==> src/rtl/uart_cmd_parser_if.sv <==
// Byte-stream input and decoded-command output bundle for uart_cmd_parser.
// The slave modport is the parser. The master modport is the side that feeds bytes and consumes commands.
interface uart_cmd_parser_if;
    logic [7:0] rx_data;
    logic       new_rx_data;
    logic       cmd_valid;
    logic [7:0] cmd_code;
    logic [7:0] cmd_arg;
    logic       cmd_has_arg;
    logic       cmd_error;
    logic [1:0] err_code;
    logic       busy;

    modport master (
        output rx_data, new_rx_data,
        input  cmd_valid, cmd_code, cmd_arg, cmd_has_arg, cmd_error, err_code, busy
    );

    modport slave (
        input  rx_data, new_rx_data,
        output cmd_valid, cmd_code, cmd_arg, cmd_has_arg, cmd_error, err_code, busy
    );
endinterface

==> src/rtl/uart_cmd_parser.sv <==
// Decodes single-line ASCII commands "<letter>[<hex><hex>]<CR|LF>" from a UART byte stream.
// Emits a one-cycle valid or error pulse per command and holds the last decoded values.
module uart_cmd_parser #(
    parameter int TIMEOUT_CYCLES = 5000000,
    parameter int CNT_WIDTH      = 23
) (
    input  logic              clk,
    input  logic              rst,
    uart_cmd_parser_if.slave  bus
);
    typedef enum logic [2:0] {IDLE, GOT_CMD, GOT_HI, GOT_LO, DISCARD} state_t;

    localparam logic [1:0] ERR_BAD_CHAR  = 2'd1;
    localparam logic [1:0] ERR_SHORT_ARG = 2'd2;
    localparam logic [1:0] ERR_TIMEOUT   = 2'd3;
    localparam logic [CNT_WIDTH-1:0] CNT_LAST = CNT_WIDTH'(TIMEOUT_CYCLES - 1);

    state_t               state;
    logic [CNT_WIDTH-1:0] cnt;
    logic [7:0]           code_sh;
    logic [3:0]           hi_sh;
    logic [3:0]           lo_sh;

    function automatic logic is_term(input logic [7:0] b);
        return (b == 8'h0A) || (b == 8'h0D);
    endfunction

    function automatic logic is_letter(input logic [7:0] b);
        return ((b >= 8'h41) && (b <= 8'h5A)) || ((b >= 8'h61) && (b <= 8'h7A));
    endfunction

    function automatic logic is_hex(input logic [7:0] b);
        return ((b >= 8'h30) && (b <= 8'h39)) ||
               ((b >= 8'h41) && (b <= 8'h46)) ||
               ((b >= 8'h61) && (b <= 8'h66));
    endfunction

    // Letters A-F and a-f both have a low nibble of 1-6, so a single +9 maps either case.
    function automatic logic [3:0] hex_val(input logic [7:0] b);
        return (b <= 8'h39) ? b[3:0] : b[3:0] + 4'd9;
    endfunction

    assign bus.busy = (state != IDLE);

    // NOTE: all state and registered outputs use non-blocking assignments, so every
    // branch below reads the pre-edge values of state, cnt and the shadow registers.
    always_ff @(posedge clk or posedge rst) begin
        if (rst) begin
            state           <= IDLE;
            cnt             <= '0;
            code_sh         <= '0;
            hi_sh           <= '0;
            lo_sh           <= '0;
            bus.cmd_valid   <= 1'b0;
            bus.cmd_code    <= '0;
            bus.cmd_arg     <= '0;
            bus.cmd_has_arg <= 1'b0;
            bus.cmd_error   <= 1'b0;
            bus.err_code    <= '0;
        end else begin
            bus.cmd_valid <= 1'b0;
            bus.cmd_error <= 1'b0;

            if (bus.new_rx_data) begin
                // An arriving byte always takes priority over a timeout expiring in the same cycle.
                cnt <= '0;
                unique case (state)
                    IDLE: begin
                        if (is_letter(bus.rx_data)) begin
                            code_sh <= bus.rx_data;
                            state   <= GOT_CMD;
                        end else if (!is_term(bus.rx_data)) begin
                            bus.cmd_error <= 1'b1;
                            bus.err_code  <= ERR_BAD_CHAR;
                            state         <= DISCARD;
                        end
                    end
                    GOT_CMD: begin
                        if (is_term(bus.rx_data)) begin
                            bus.cmd_valid   <= 1'b1;
                            bus.cmd_code    <= code_sh;
                            bus.cmd_arg     <= 8'h00;
                            bus.cmd_has_arg <= 1'b0;
                            state           <= IDLE;
                        end else if (is_hex(bus.rx_data)) begin
                            hi_sh <= hex_val(bus.rx_data);
                            state <= GOT_HI;
                        end else begin
                            bus.cmd_error <= 1'b1;
                            bus.err_code  <= ERR_BAD_CHAR;
                            state         <= DISCARD;
                        end
                    end
                    GOT_HI: begin
                        if (is_hex(bus.rx_data)) begin
                            lo_sh <= hex_val(bus.rx_data);
                            state <= GOT_LO;
                        end else if (is_term(bus.rx_data)) begin
                            bus.cmd_error <= 1'b1;
                            bus.err_code  <= ERR_SHORT_ARG;
                            state         <= IDLE;
                        end else begin
                            bus.cmd_error <= 1'b1;
                            bus.err_code  <= ERR_BAD_CHAR;
                            state         <= DISCARD;
                        end
                    end
                    GOT_LO: begin
                        if (is_term(bus.rx_data)) begin
                            bus.cmd_valid   <= 1'b1;
                            bus.cmd_code    <= code_sh;
                            bus.cmd_arg     <= {hi_sh, lo_sh};
                            bus.cmd_has_arg <= 1'b1;
                            state           <= IDLE;
                        end else begin
                            bus.cmd_error <= 1'b1;
                            bus.err_code  <= ERR_BAD_CHAR;
                            state         <= DISCARD;
                        end
                    end
                    DISCARD: begin
                        if (is_term(bus.rx_data)) state <= IDLE;
                    end
                    default: state <= IDLE;
                endcase
            end else if (state == IDLE) begin
                cnt <= '0;
            end else if (cnt == CNT_LAST) begin
                cnt   <= '0;
                state <= IDLE;
                if (state != DISCARD) begin
                    bus.cmd_error <= 1'b1;
                    bus.err_code  <= ERR_TIMEOUT;
                end
            end else begin
                cnt <= cnt + 1'b1;
            end
        end
    end
endmodule

==> src/flat_wrapper.sv <==
// flat-port wrapper written by rule: the top's interface ports become plain ports
module uart_cmd_parser_flat 
#(
    parameter int TIMEOUT_CYCLES = 5000000,
    parameter int CNT_WIDTH      = 23
)
  (clk, rst, bus_rx_data, bus_new_rx_data, bus_cmd_valid, bus_cmd_code, bus_cmd_arg, bus_cmd_has_arg, bus_cmd_error, bus_err_code, bus_busy);
  uart_cmd_parser_if bus_i ();
  input  logic clk;
  input  logic rst;
  input wire logic [$bits(bus_i.rx_data)-1:0] bus_rx_data;
  input wire logic [$bits(bus_i.new_rx_data)-1:0] bus_new_rx_data;
  output wire logic [$bits(bus_i.cmd_valid)-1:0] bus_cmd_valid;
  output wire logic [$bits(bus_i.cmd_code)-1:0] bus_cmd_code;
  output wire logic [$bits(bus_i.cmd_arg)-1:0] bus_cmd_arg;
  output wire logic [$bits(bus_i.cmd_has_arg)-1:0] bus_cmd_has_arg;
  output wire logic [$bits(bus_i.cmd_error)-1:0] bus_cmd_error;
  output wire logic [$bits(bus_i.err_code)-1:0] bus_err_code;
  output wire logic [$bits(bus_i.busy)-1:0] bus_busy;
  assign bus_i.rx_data = bus_rx_data;
  assign bus_i.new_rx_data = bus_new_rx_data;
  assign bus_cmd_valid = bus_i.cmd_valid;
  assign bus_cmd_code = bus_i.cmd_code;
  assign bus_cmd_arg = bus_i.cmd_arg;
  assign bus_cmd_has_arg = bus_i.cmd_has_arg;
  assign bus_cmd_error = bus_i.cmd_error;
  assign bus_err_code = bus_i.err_code;
  assign bus_busy = bus_i.busy;
  uart_cmd_parser #(.TIMEOUT_CYCLES(TIMEOUT_CYCLES), .CNT_WIDTH(CNT_WIDTH)) u_core (.clk(clk), .rst(rst), .bus(bus_i));
endmodule
==> config.mk <==
export PLATFORM = sky130hd
export DESIGN_NAME = uart_cmd_parser_flat
export DESIGN_NICKNAME = d
export VERILOG_FILES = /design/src/rtl/uart_cmd_parser_if.sv /design/src/rtl/uart_cmd_parser.sv /design/src/flat_wrapper.sv
export SDC_FILE = /design/constraint.sdc
export NUM_CORES = 1
export LEC_CHECK = 0
export BUFFER_PORTS_ARGS = -buffer_cell sky130_fd_sc_hd__buf_2
export CAP_MARGIN = 20
export CORE_AREA = 2 2 73 75
export DETAILED_ROUTE_END_ITERATION = 8
export DIE_AREA = 0 0 75 77
export MAX_ROUTING_LAYER = met4
export PLACE_DENSITY_LB_ADDON = 0.1
export SLEW_MARGIN = 15
export SYNTH_ARGS = -nofsm -noshare
export SYNTH_HDL_FRONTEND = slang
export SYNTH_SLANG_ARGS = --single-unit
==> constraint.sdc <==
create_clock -name clk -period 6.4 [get_ports clk]
set_input_delay 1.28 -clock clk [delete_from_list [all_inputs] [get_ports clk]]
set_output_delay 1.28 -clock clk [all_outputs]
set_load 0.05 [all_outputs]
== Word-level counts from Yosys, hierarchy flattened ==
Index checks and enable logic that the tools add are counted.

* Register bits after elaboration: 63
* Input bits: 11

* $lt $le $gt $ge: 8
* $add $sub $neg: 2
* Eq/ne operators: 18
* Reduce and logical (&&, ||, !) cells: 22
* Bitwise operators: 1
* Mux-type cells: 44

{| class="wikitable"
|+ Operators with widths
! operator !! number
|-
| 2-to-1 mux 23 bit || 3
|-
| <= comparator 8 x 7 -> 1 bit (second input constant) || 4
|-
| 2-to-1 mux 3 bit || 10
|-
| adder 23 x 1 -> 23 bit (second input constant) || 1
|-
| == test 23 bit (second input constant) || 1
|-
| 2-to-1 mux 2 bit || 10
|-
| == test 8 x 4 -> 1 bit (second input constant) || 2
|-
| >= comparator 8 x 7 -> 1 bit (second input constant) || 2
|-
| 2-to-1 mux 8 bit || 2
|-
| one-hot mux 8 bit (2 select lines) || 1
|-
| one-hot mux 3 bit (5 select lines) || 1
|-
| 2-to-1 mux 1 bit || 13
|-
| inequality test 3 bit (second input constant) || 4
|-
| AND reduction 4 bit || 3
|-
| AND reduction 3 bit || 3
|-
| >= comparator 8 x 6 -> 1 bit (second input constant) || 1
|-
| <= comparator 8 x 6 -> 1 bit (second input constant) || 1
|-
| one-hot mux 2 bit (4 select lines) || 1
|-
| AND reduction 8 bit || 1
|-
| == test 3 x 2 -> 1 bit (second input constant) || 2
|-
| inequality test 3 x 2 -> 1 bit (second input constant) || 2
|-
| nonzero test 2 bit || 3
|-
| logical AND 1 bit || 5
|-
| inequality test 5 x 1 -> 1 bit (second input constant) || 1
|-
| 13 further kinds || 18
|}

== Longest topological paths before layout ==
* Depth after elaboration: 8
* Mapped depth: 9

== Worst setup path after synthesis ==
No wires, ideal clock.

* Path type: input to register
* Start: input bus_rx_data[3]
* End: register u_core.hi_sh[0]
* Slack: 3.310 ns
* Stages: 6
* Arrival time: 2.966 ns
* Cell sequence: buf_6 > or4b_1 > nor4_2 > or2_2 > nor3b_4 > mux2_2

* Longest elaborated chain between the ends: 5
* Elaborated cells between the ends (all ways): 17
* Those cells by class: order compare (6); eq/ne (2); mux (1); bitwise (1); reduce/logical (7)

{| class="wikitable"
|+ Ends and longest elaborated chain
! what !! line !! text
|-
| start: declaration || flat_wrapper.sv:11 || <nowiki>input wire logic [$bits(bus_i.rx_data)-1:0] bus_rx_data;</nowiki>
|-
| >= comparator 8 x 6 -> 1 bit (tied with other cells) || uart_cmd_parser.sv:33 || <nowiki>return ((b >= 8'h30) && (b <= 8'h39)) ||</nowiki>
|-
| logical AND 1 bit, on equally long branches || uart_cmd_parser.sv:33, uart_cmd_parser.sv:34 ||
|-
| logical OR 1 bit || uart_cmd_parser.sv:33 ||
|-
| logical OR 1 bit || uart_cmd_parser.sv:34 || <nowiki>((b >= 8'h41) && (b <= 8'h46)) ||</nowiki>
|-
| AND reduction 4 bit (no line) || - ||
|-
| end signal: assignment || uart_cmd_parser.sv:86 || <nowiki>hi_sh <= hex_val(bus.rx_data);</nowiki>
|-
| end: declaration || uart_cmd_parser.sv:21 || <nowiki>logic [3:0] hi_sh;</nowiki>
|}

Several ways; a longest one is shown, not always the timed one.
A chain may end at the register's enable or synchronous reset.

== Worst setup path in the final report ==
* Start: input bus_rx_data[1]
* End: register u_core.bus.cmd_arg[7]

* Longest elaborated chain between the ends: 4
* Elaborated cells between the ends (all ways): 6
* Those cells by class: eq/ne (4); reduce/logical (2)

{| class="wikitable"
|+ Ends and longest elaborated chain
! what !! line !! text
|-
| == test 8 x 4 -> 1 bit || uart_cmd_parser.sv:25 || <nowiki>return (b == 8'h0A) || (b == 8'h0D);</nowiki>
|-
| logical OR 1 bit * || uart_cmd_parser.sv:25 ||
|-
| inequality test 2 x 1 -> 1 bit (no line) || - ||
|-
| AND reduction 4 bit (no line) * || - ||
|-
| end signal: assignment || uart_cmd_parser.sv:112 || <nowiki>bus.cmd_arg <= {hi_sh, lo_sh};</nowiki>
|-
| end: declaration || uart_cmd_parser_if.sv:21 || <nowiki>output cmd_valid, cmd_code, cmd_arg, cmd_has_arg, cmd_error, err_code, busy</nowiki>
|}

Every way passes the cells marked *; elsewhere a longest branch is shown, timed or not.

==> run_results.csv <==
group,metric,value,unit
cts,clock-root-buffer,"clkbuf_8",
placed_design,gp_congestion,0.8755,
cts,cts-buffers-inserted,9,
floorplan,die_h,77,um
floorplan,die_w,75,um
routing,first_pass_iters,4,
yosys,syn_area_per_cell,10.17,um^2
worst_hold_path,hold_class,"flop to flop",
cts,cts_tree,"yes",
placed_design,pre_cts_ws,2845,ps
setup_path,path_cells,"buf_2, inv_1, ha_1, mux2i_1, nor3_2, nand3_2, clkinv_1, nand3_1, nand2_1",
timing,rsz0062_at_grt,"false",
setup_path,slowest_delay,520,ps
floorplan,start_util,0.6149,
placed_design,hpwl,4008,um
cts,clkTransAtPathRegs,60,ps
yosys,synthCells,301,
yosys,ys.flop_type,"dfrtp_1",
final_layout,n_antenna_cell,0,
placed_design,port_buffers,32,
power,powerDensity,261.9,nW/um^2
yosys,synth_seq_cells,63,
timing,skew,6.675,ps
floorplan,core,4977,um^2
setup_path,crit_buf_inv,3,
setup_path,path_class,"primary input to flop",
routing,drt-initial-drc-count,96,
timing,layout_setup_ws,3200,ps
cts,cts_buffer_depth,2,
floorplan,die_area,5775,um^2
power,max-vdd-ir-drop,0.1506,mV
setup_path,crit_required,6610,ps
cts,cts.sinks,63,
power,totalPowerFinal,0.9063,mW
global_routing,first_global_vias,2145,
final_layout,nets,352,
final_layout,num-fill-cells,404,
timing,worst_slew_pin_slew,759.5,ps
global_routing,antenna_found_initial,0,
yosys,ys_warn_count,0,
timing,min_period_over_period,0.5000,
global_routing,grt_pass1_wl,9784,um
setup_path,cp_slowest_cell,"clkinv_1",
setup_path,crit_path_start_kind,"primary input",
cts,post-cts-setup-buffers,0,
yosys,synth_cell_types,51,
yosys,synth_nets,317,
cts,clk_latency,330,ps
routing,vias_per_cell,5.377,
final_layout,area_growth,13.08,%
timing,fmax,312.5,MHz
global_routing,grt_start_max_net_pins,64,
setup_path,crit_family,"simple AND/OR/NAND/NOR gates",
yosys,synth_edf_count,0,
setup_path,crit_arrival,3410,ps
cts,cts-resized-gates,0,
final_layout,layout.cells.non_filler,411,
global_routing,gr-total-overflow,0,
cts,ctsHtreeMaxLevel,3,
routing,vias,2210,
run_status,status,"finished clean",
routing,wl_per_cell,14.01,um
job,maxCapViolCount,0,
floorplan,fp-row-count,26,
final_layout,drive_gt1_frac,0.2199,
timing,period_needed,3200,ps
setup_path,endpoint_kind,"flop",
routing,wl,5757,um
timing,finalSetupViolations,0,
routing,drc,0,
timing,fin_setup_tns,0,ps
timing,drv_slew,0,
floorplan,io_pins,33,
yosys,synthArstFlopShare,1.000,
setup_path,crit_fanout,18,
power,static-leakage-power,1.623,nW
placed_design,dp_cells,395,
cts,postCtsHoldBufs,0,
yosys,yosysSeqAreaShare,0.5151,
routing,ant_nets,0,
timing,relSlewSlack,0.4937,
timing,final_hold_viol_count,0,
global_routing,gr-usage-all-layers,0.2292,
yosys,synthesis.area,3060,um^2
## metal layers
metal | track usage | vias up | wire (um) | share of wire
met5 | - | - | 0 | 0
met4 | 0.09107 | 0 | 104 | 0.018
met3 | 0.05125 | 10 | 151 | 0.026
met2 | 0.3728 | 32 | 2969 | 0.52
met1 | 0.2722 | 1061 | 2532 | 0.44
li1 | - | 1107 | - | -
## worst min-delay path, stage by stage (launching register included)
cell	delay, ps
dfrtp_1	340
nand2_1	50
nand2_1	50
## registers in the layout, summed over array words and instances (netlist names)
signal and count:
u_core.bus.cmd_arg 8, u_core.bus.cmd_code 8, u_core.bus.cmd_error 1, u_core.bus.cmd_has_arg 1, u_core.bus.cmd_valid 1, u_core.bus.err_code 2
u_core.cnt 23, u_core.code_sh 8, u_core.hi_sh 4, u_core.lo_sh 4, u_core.state 3
## area by class of cell
| class | instances | area, um^2 | area share |
|---|---|---|---|
| inverter | 8 | 30.03 | 0.008677 |
| tap | 70 | 87.58 | 0.02531 |
| timing repair buffer | 33 | 167.7 | 0.04845 |
| multi-input combinational | 221 | 1409 | 0.4071 |
| sequential | 63 | 1577 | 0.4555 |
| clock buffer | 12 | 145.1 | 0.04194 |
| clock inverter | 4 | 45.04 | 0.01302 |
## cell usage in the layout, fill, tap and decap left out, drive strengths merged, types with 4 or more instances in the layout
| cell | instances |
|---|---|
| and2 | 5 |
| and3 | 5 |
| buf | 33 |
| clkbuf | 12 |
| clkinv | 4 |
| dfrtp | 63 |
| ha | 5 |
| inv | 7 |
| mux2 | 15 |
| nand2 | 58 |
| nand3 | 17 |
| nand4 | 4 |
| nor2 | 31 |
| nor3 | 6 |
| nor4 | 6 |
| o21ai | 4 |
| xnor2 | 18 |
| xor2 | 6 |
## cells by family (layout without fill, tap and decap cells)
kind of cell    count (synthesis)  in the layout  share of synthesized area
simple gates                  156            156                     0.2604
flops                          63             63                     0.5151
xor+xnor                       24             24                    0.06868
compound gates                 20             20                    0.05234
buf+inv                        17             57                    0.02453
mux                            16             16                    0.05846
fa+ha+maj                       5              5                    0.02044
## path summary, 6_finish.rpt
check	to	startpoint	slack, ps	cells after the start
max reg2reg	u_core.cnt[16]$_DFF_PP0_	u_core.cnt[17]$_DFF_PP0_	3820	5
max	u_core.bus.cmd_arg[7]$_DFFE_PP0P_	bus_rx_data[1]	3200	9
min in group asynchronous	u_core.bus.cmd_code[5]$_DFFE_PP0P_	rst	1170	3
min	u_core.bus.cmd_arg[4]$_DFFE_PP0P_	u_core.bus.cmd_arg[4]$_DFFE_PP0P_	470	2
max in group asynchronous	u_core.bus.cmd_arg[5]$_DFFE_PP0P_	rst	4730	3
min reg2reg	u_core.bus.cmd_arg[4]$_DFFE_PP0P_	u_core.bus.cmd_arg[4]$_DFFE_PP0P_	470	2
## report_power, final
group	internal [mW]	leakage, nW	switching [mW]
Sequential	0.430	0.850	0.0201
Combinational	0.0435	0.673	0.0784
Clock	0.189	0.100	0.146
## cell usage after synthesis (5+ instances only)
cell type / instances / area, um^2
dfrtp_1: 63 / 1577
nor4_1: 5 / 31.28
nand3_1: 16 / 80.08
mux2_2: 15 / 168.9
and3_1: 5 / 31.28
nor3_1: 5 / 25.02
and2_1: 5 / 31.28
xor2_1: 6 / 52.55
clkbuf_1: 5 / 18.77
nor2_1: 31 / 116.4
nand2_1: 58 / 217.7
ha_1: 5 / 62.56
xnor2_1: 18 / 157.7
inv_1: 7 / 26.28
## metrics by stage
stage	utilization	cell area, um^2	hold WS (ps)
final	0.6953	3461	469.4
after global routing	0.6953	3461	492.3
after CTS	0.6953	3461	474.4
after detailed placement	0.6571	3271	457.3
after global placement	0.6571	3271	451.6
after floorplan	-	3060	430.0
(Power assumes the default switching activity.)
